==> config.mk <==
export PLATFORM = sky130hd
export DESIGN_NAME = decode_stage
export DESIGN_NICKNAME = d
export VERILOG_FILES = /design/src/rtl/decode_stage.sv
export SDC_FILE = /design/constraint.sdc
export NUM_CORES = 1
export LEC_CHECK = 0
export ABC_AREA = 1
export BUFFER_PORTS_ARGS = -buffer_cell sky130_fd_sc_hd__buf_2
export CORE_MARGIN = 2
export CORE_UTILIZATION = 56
export DETAILED_ROUTE_END_ITERATION = 6
export PLACE_DENSITY = 0.81
export SYNTH_ARGS = -nofsm -noshare
export SYNTH_HDL_FRONTEND = slang
export SYNTH_SLANG_ARGS = --single-unit
==> constraint.sdc <==
create_clock -name clk -period 8.5 [get_ports clk]
set_input_delay 2.125 -clock clk [delete_from_list [all_inputs] [get_ports clk]]
set_output_delay 2.125 -clock clk [all_outputs]
set_load 0.01 [all_outputs]
==> src/rtl/decode_stage.sv <==
// decode_stage: registered RV32/RV64 decode stage with a 2-entry skid buffer and flush
module decode_stage #(
  parameter int XLEN = 32,
  parameter int PC_W = 32
) (
  input  logic            clk,
  input  logic            rst,
  input  logic            flush,
  input  logic            in_valid,
  output logic            in_ready,
  input  logic [PC_W-1:0] in_pc,
  input  logic [31:0]     in_inst,
  output logic            out_valid,
  input  logic            out_ready,
  output logic [PC_W-1:0] out_pc,
  output logic [6:0]      out_opcode,
  output logic [4:0]      out_rd,
  output logic [4:0]      out_rs,
  output logic [4:0]      out_rs2,
  output logic [2:0]      out_funct3,
  output logic [6:0]      out_funct7,
  output logic [XLEN-1:0] out_imm,
  output logic [5:0]      out_shamt,
  output logic [2:0]      out_type,
  output logic            out_is_load,
  output logic            out_is_store,
  output logic            out_is_writeback,
  output logic            out_is_r_type,
  output logic            out_is_word,
  output logic            out_illegal
);
  localparam logic [2:0] TYPE_R = 3'd0, TYPE_I = 3'd1, TYPE_S = 3'd2,
                         TYPE_B = 3'd3, TYPE_U = 3'd4, TYPE_J = 3'd5;
  localparam logic [6:0] OPC_LUI = 7'b0110111, OPC_AUIPC = 7'b0010111, OPC_OP = 7'b0110011,
                         OPC_OP_IMM = 7'b0010011, OPC_JALR = 7'b1100111, OPC_JAL = 7'b1101111,
                         OPC_BRANCH = 7'b1100011, OPC_LOAD = 7'b0000011, OPC_STORE = 7'b0100011,
                         OPC_MISC_MEM = 7'b0001111, OPC_SYSTEM = 7'b1110011,
                         OPC_OP_IMM_32 = 7'b0011011, OPC_OP_32 = 7'b0111011;
  localparam bit RV64 = (XLEN == 64);

  if (XLEN != 32 && XLEN != 64) begin : g_bad_xlen
    $error("decode_stage: XLEN must be 32 or 64");
  end

  // raw inst is kept so field slices come straight from the held word
  typedef struct packed {
    logic [PC_W-1:0] pc;
    logic [31:0]     inst;
    logic [XLEN-1:0] imm;
    logic [2:0]      typ;
    logic            ld;
    logic            st;
    logic            wb;
    logic            word;
    logic            ill;
  } ent_t;

  ent_t dec, m_q, m_d, k_q, k_d;
  logic m_valid_q, m_valid_d, k_valid_q, k_valid_d;
  logic [31:0] imm32;
  logic acc, m_free;

  // decode the incoming word into type, flags and immediate
  always_comb begin
    dec      = '0;
    dec.pc   = in_pc;
    dec.inst = in_inst;
    dec.typ  = TYPE_I;
    case (in_inst[6:0])
      OPC_LUI, OPC_AUIPC:       begin dec.typ = TYPE_U; dec.wb = 1'b1; end
      OPC_OP:                   begin dec.typ = TYPE_R; dec.wb = 1'b1; end
      OPC_OP_IMM, OPC_JALR:     dec.wb = 1'b1;
      OPC_JAL:                  begin dec.typ = TYPE_J; dec.wb = 1'b1; end
      OPC_BRANCH:               dec.typ = TYPE_B;
      OPC_LOAD:                 begin dec.ld = 1'b1; dec.wb = 1'b1; end
      OPC_STORE:                begin dec.typ = TYPE_S; dec.st = 1'b1; end
      OPC_MISC_MEM, OPC_SYSTEM: dec.typ = TYPE_I;
      OPC_OP_IMM_32:            begin dec.wb = RV64; dec.word = RV64; dec.ill = !RV64; end
      OPC_OP_32:                begin dec.typ = RV64 ? TYPE_R : TYPE_I; dec.wb = RV64; dec.word = RV64; dec.ill = !RV64; end
      default:                  dec.ill = 1'b1;
    endcase
    imm32 = dec.typ == TYPE_I ? {{20{in_inst[31]}}, in_inst[31:20]} :
            dec.typ == TYPE_S ? {{20{in_inst[31]}}, in_inst[31:25], in_inst[11:7]} :
            dec.typ == TYPE_B ? {{19{in_inst[31]}}, in_inst[31], in_inst[7], in_inst[30:25], in_inst[11:8], 1'b0} :
            dec.typ == TYPE_U ? {in_inst[31:12], 12'b0} :
            dec.typ == TYPE_J ? {{11{in_inst[31]}}, in_inst[31], in_inst[19:12], in_inst[20], in_inst[30:21], 1'b0} :
            32'd0;
    dec.imm = XLEN'($signed(imm32));
  end

  // skid control: M refills from K first; new beats go to M only when K is empty
  always_comb begin
    m_free    = !m_valid_q || out_ready;
    acc       = in_valid && !k_valid_q;
    m_d       = m_q;
    k_d       = k_q;
    m_valid_d = m_valid_q;
    k_valid_d = k_valid_q;
    if (flush) begin
      m_valid_d = 1'b0;
      k_valid_d = 1'b0;
    end else if (m_free && k_valid_q) begin
      m_d       = k_q;
      m_valid_d = 1'b1;
      k_valid_d = 1'b0;
    end else if (m_free) begin
      m_valid_d = acc;
      m_d       = acc ? dec : m_q;
    end else if (acc) begin
      k_d       = dec;
      k_valid_d = 1'b1;
    end
  end

  // main and skid registers
  always_ff @(posedge clk or posedge rst) begin
    if (rst) begin
      m_q       <= '0;
      k_q       <= '0;
      m_valid_q <= 1'b0;
      k_valid_q <= 1'b0;
    end else begin
      m_q       <= m_d;
      k_q       <= k_d;
      m_valid_q <= m_valid_d;
      k_valid_q <= k_valid_d;
    end
  end

  assign in_ready         = !k_valid_q;
  assign out_valid        = m_valid_q;
  assign out_pc           = m_q.pc;
  assign out_opcode       = m_q.inst[6:0];
  assign out_rd           = m_q.inst[11:7];
  assign out_rs           = m_q.inst[19:15];
  assign out_rs2          = m_q.inst[24:20];
  assign out_funct3       = m_q.inst[14:12];
  assign out_funct7       = m_q.inst[31:25];
  assign out_imm          = m_q.imm;
  assign out_shamt        = RV64 ? m_q.inst[25:20] : {1'b0, m_q.inst[24:20]};
  assign out_type         = m_q.typ;
  assign out_is_load      = m_q.ld;
  assign out_is_store     = m_q.st;
  assign out_is_writeback = m_q.wb;
  assign out_is_r_type    = m_valid_q && m_q.typ == TYPE_R;
  assign out_is_word      = m_q.word;
  assign out_illegal      = m_q.ill;
endmodule

Word level (Yosys, flattened, before mapping)
Index checks and enable logic that the tools add are counted.
Widths: inputs -> output; s select.
{"block": "totals", "register_bits": 209, "input_bits": 69, "elab_cells": 76}
{"block": "classes", "n_eq_ne": 17, "n_mux": 20, "bitwise": 3, "n_reduce_logical": 17}
{"operator": "$mux 104", "count": 3}
{"operator": "$mux 32", "count": 5}
{"operator": "$eq 7x7->1 const B", "count": 4}
{"operator": "$eq 7x6->1 const B", "count": 3}
{"operator": "$pmux 3 s5", "count": 1}
{"operator": "$eq 7x5->1 const B", "count": 2}
{"operator": "$mux 1", "count": 11}
{"operator": "$reduce_or 11->1", "count": 1}
{"operator": "$eq 7x2->1 const B", "count": 1}
{"operator": "$eq 7x4->1 const B", "count": 1}
{"operator": "$reduce_or 7->1", "count": 1}
{"operator": "$eq 3x2->1 const B", "count": 2}
{"operator": "$eq 3x3->1 const B", "count": 2}
{"operator": "$reduce_bool 3->1", "count": 2}
{"operator": "$reduce_and 4->1", "count": 1}
{"operator": "$reduce_bool 2->1", "count": 2}
{"operator": "$eq 3x1->1 const B", "count": 1}
{"operator": "$logic_and 1x1->1", "count": 3}
{"operator": "$logic_not 3->1", "count": 1}
{"operator": "$ne 3x2->1 const B", "count": 1}
{"operator": "$not 1->1", "count": 3}
{"operator": "$reduce_and 3->1", "count": 1}
{"operator": "$logic_not 1->1", "count": 2}
{"operator": "$reduce_and 2->1", "count": 1}
{"operator": "other kinds (2)", "count": 2}

Depth between registers and ports, before layout
{"block": "logic_depth", "word_depth": 12, "mapped_depth": 11}

Least setup slack after synthesis
Ideal clock, no wire load.
{"block": "synth_path", "path_kind": "in2reg", "from": "input in_inst[1]", "to": "register k_q[13] (netlist name)", "t_arrival_ns": 3.053, "required_time_ns": 8.379, "setup_slack_ns": 5.326, "path_stages": 9, "n_path_buf": 0, "path_cell_list": "nand2_2 > inv_1 > nand2_1 > nor2_1 > nor2_1 > nand2_2 > nand2_2 > nor2_4 > o21ai_2"}
{"block": "synth_via", "elab_chain_len": 9, "elab_cells_between_ends": 18, "cone_classes": "eq/ne: 11; mux: 6; reduce/logical: 1"}
{"element": "start: declaration", "line_no": "12", "source": "input logic [31:0] in_inst,"}
{"element": "$eq 7x6->1 / $eq 7x5->1 (equally long branches)", "line_no": "69", "source": "case (in_inst[6:0])"}
{"element": "$reduce_or 2->1"}
{"element": "$pmux 3 s5 *", "line_no": "69"}
{"element": "$eq 3x3->1", "line_no": "86", "source": "dec.typ == TYPE_J ? {{11{in_inst[31]}}, in_inst[31], in_inst[19:12], in_inst[20], in_inst[30:21], 1'b0} :"}
{"element": "$mux 32", "line_no": "86"}
{"element": "$mux 32", "line_no": "85", "source": "dec.typ == TYPE_U ? {in_inst[31:12], 12'b0} :"}
{"element": "$mux 32", "line_no": "84", "source": "dec.typ == TYPE_B ? {{19{in_inst[31]}}, in_inst[31], in_inst[7], in_inst[30:25], in_inst[11:8], 1'b0} :"}
{"element": "$mux 32", "line_no": "83", "source": "dec.typ == TYPE_S ? {{20{in_inst[31]}}, in_inst[31:25], in_inst[11:7]} :"}
{"element": "$mux 32 *", "line_no": "82", "source": "imm32 = dec.typ == TYPE_I ? {{20{in_inst[31]}}, in_inst[31:20]} :"}
{"element": "end signal: assignment", "line_no": "124", "source": "k_q <= k_d;"}
{"element": "end: declaration", "line_no": "58", "source": "ent_t dec, m_q, m_d, k_q, k_d;"}
Mark *: on every way between the ends. The rest lies on a longest branch, timed or not.
A chain may end at the register's enable or synchronous reset.

Worst setup path in the final report
{"block": "layout_path", "from": "register k_valid_q", "to": "output in_ready"}
{"block": "layout_via", "elab_chain_len": 1}
{"element": "start: declaration", "line_no": "59", "source": "logic m_valid_q, m_valid_d, k_valid_q, k_valid_d;"}
{"element": "start signal: assignment", "line_no": "126", "source": "k_valid_q <= k_valid_d;"}
{"element": "$logic_not 1->1", "line_no": "130", "source": "assign in_ready = !k_valid_q;"}
{"element": "end: declaration", "line_no": "10", "source": "output logic in_ready,"}
Every way passes these cells.

==> results_dict.tcl <==
set metrics [dict create \
    synthesis.area_um2 9660 \
    port_buffers 179 \
    peakVddDrop_mv 0.136 \
    final_hold_viol_count 0 \
    io_pins 182 \
    ctsResizeCount 0 \
    die_h_um 135 \
    numCtsBuffers 22 \
    num_vias 8611 \
    layout_common_cells "nand2_1, o21ai_0, dfrtp_1" \
    skew_ns 0.0198 \
    setup_viol 0 \
    die_w_um 135 \
    fillers 1476 \
    setup.worst_path.start_class "register" \
    min_period_ns 4.21 \
    place.detailed.hpwl_mm 15.7 \
    wire_per_inst_um 15.8 \
    core_area_um2 17100 \
    final_common_cell "nand2_1" \
    cts_sinks 208 \
    synth_area_per_cell_um2 7.97 \
    timing.slew.headroom_pct 24.0 \
    dieArea_um2 18300 \
    required_ns 6.38 \
    cpPeakStageDelay_ns 0.80 \
    cts_hold_repair.buffers 0 \
    grt_pass1_vias 8033 \
    crit_type "reg -> out" \
    cts_tree "done" \
    postCtsSetupBuffers 0 \
    vias_per_cell 5.47 \
    areaGrowthSynthToFinish_pct 15.7 \
    gp_congestion 0.863 \
    cp_slowest_cell "dfrtp_1" \
    drive_above_1_share_pct 18.4 \
    finalMaxSlewViolations 0 \
    grtUsageTotal_pct 27.2 \
    cap_violations 0 \
    worstPathArrival_ns 2.09 \
    rsz0062_at_grt "no" \
    power_density_nw_per_um2 239 \
    ys_seq_area_share_pct 53.9 \
    endpoint_kind "output pin" \
    fmax_mhz 237 \
    ant_nets 0 \
    dpl-instance-area_um2 10500 \
    clkTransAtPathRegs_ns 0.06 \
    hp-class "reg -> reg" \
    initial_core_util_pct 56.6 \
    gr-total-overflow 0 \
    rows 48 \
    ys_warn_count 0 \
    grt_max_degree 142 \
    final.period_utilization_pct 49.6 \
    cts-htree-levels 1 \
    power.total_mw 2.67 \
    cts-root-buf "clkbuf_16" \
    critPathMaxFanout 36 \
    drtIter0Drc 786 \
    final_nets 1410 \
    remaining_drc_errors 0 \
    crit_buf_inv 2 \
    syn_inst 1212 \
    status "completed" \
    finalInstanceArea_um2 11200 \
    wirelength_mm 24.9 \
    fin_util_pct 65.5 \
    clk_latency_ns 0.51 \
    whs_ns 0.472 \
    synth_seq_cells 208 \
    drt_first_pass_iters 6 \
    worst_pin_slew_ns 1.14 \
    r2r_setup_slack_ns 5.46 \
    crit_chain "inv_2, buf_2" \
    clockBufferDepth 3 \
    antenna_found_initial 2 \
    synth.distinct_cells 29 \
    finalSetupTns_ns 0 \
    p_leak_nw 5.99 \
    crit_family "flip-flops" \
    grt_first_pass_wirelength_mm 40.1 \
]
==> worst register-to-register path: cells and delay by family (launching register included) <==
kind	cells	cell delay [ns]
buffers and inverters	2	1.28
flip-flops	1	0.80
AND/OR/NAND/NOR	2	0.75
AO/OA/AOI/OAI	1	0.13
==> final timing paths <==
path	cells after the start	start	endpoint
worst max-delay path	2	k_valid_q$_DFFE_PP0P_	in_ready
worst min register to register	2	out_imm[18]$_DFFE_PP0P_	out_imm[18]$_DFFE_PP0P_
min in group asynchronous	2	rst	k_q[99]$_DFFE_PP0P_
max in group asynchronous	3	rst	out_is_writeback$_DFFE_PP0P_
worst max register to register	5	k_valid_q$_DFFE_PP0P_	k_q[49]$_DFFE_PP0P_
worst min-delay path	2	out_imm[18]$_DFFE_PP0P_	out_imm[18]$_DFFE_PP0P_
==> final cells by class <==
type,count,area (um^2),share of cell area (%)
well taps,225,282,2.52
clock buffers,29,607,5.43
clock inverters,3,55.1,0.493
multi-input cells,831,3730,33.4
repair buffers,184,933,8.35
flip-flops and latches,208,5200,46.6
inverters,94,360,3.22
diodes,1,2.50,0.0224
==> metrics by stage <==
stage	cells	worst slack (ns)
after global placement	1542	4.28
after CTS	1574	4.32
after detailed placement	1542	4.18
final	1575	4.29
after floorplan	1213	0.694
after global routing	1574	4.21
==> kinds of logic after synthesis <==
kind of cell / share of synthesized area, %
buffers and inverters: 7.77
AOI/OAI and AO/OA: 14.2
and+or+nand+nor: 24.1
other: 0.0388
DFF: 53.9
==> synthesized netlist by cell type <==
cell type	n	share of area, %
buf_6	4	0.47
nor2_4	6	0.70
nand2_2	7	0.45
nor2_1	145	5.6
o211ai_1	1	0.078
nor3_1	2	0.10
nand2_4	3	0.35
a21oi_1	22	1.1
clkbuf_1	40	1.6
buf_2	23	1.2
inv_2	5	0.19
buf_1	2	0.078
clkbuf_2	1	0.052
inv_1	88	3.4
buf_4	10	0.78
o21ai_2	6	0.54
nand3_4	1	0.18
o21ai_0	210	11
a31oi_1	13	0.84
nand4_1	5	0.32
nand3_1	65	3.4
dfrtp_1	208	54
nand2_1	325	13
clkinv_1	1	0.039
conb_1	1	0.039
nand4_2	1	0.13
o21ai_1	14	0.73
nor2_2	2	0.13
nand3_2	1	0.10
==> state kept, by name, indices dropped and copies added (netlist names) <==
signal and cells:
out_imm 32, out_funct7 7, out_valid 1, k_q 103, out_pc 32, out_opcode 7
out_is_load 1, out_illegal 1, out_is_writeback 1, out_funct3 3, k_valid_q 1, out_is_store 1
out_rd 5, out_rs2 5, out_rs 5, out_type 3
==> report_power, final <==
part | switching, mW | leakage, nW | internal [mW]
logic | 0.281 | 3.08 | 0.176
clock network | 0.381 | 0.323 | 0.527
registers | 0.110 | 2.59 | 1.20
total | 0.772 | 5.99 | 1.90
==> layer usage <==
metal,track usage [%],share of wire (%)
met5,0,0
met3,4.23,7.9
met2,45.5,47
met4,7.99,2.6
met1,37.3,42
No activity file was read; power rests on OpenSTA's default activity.
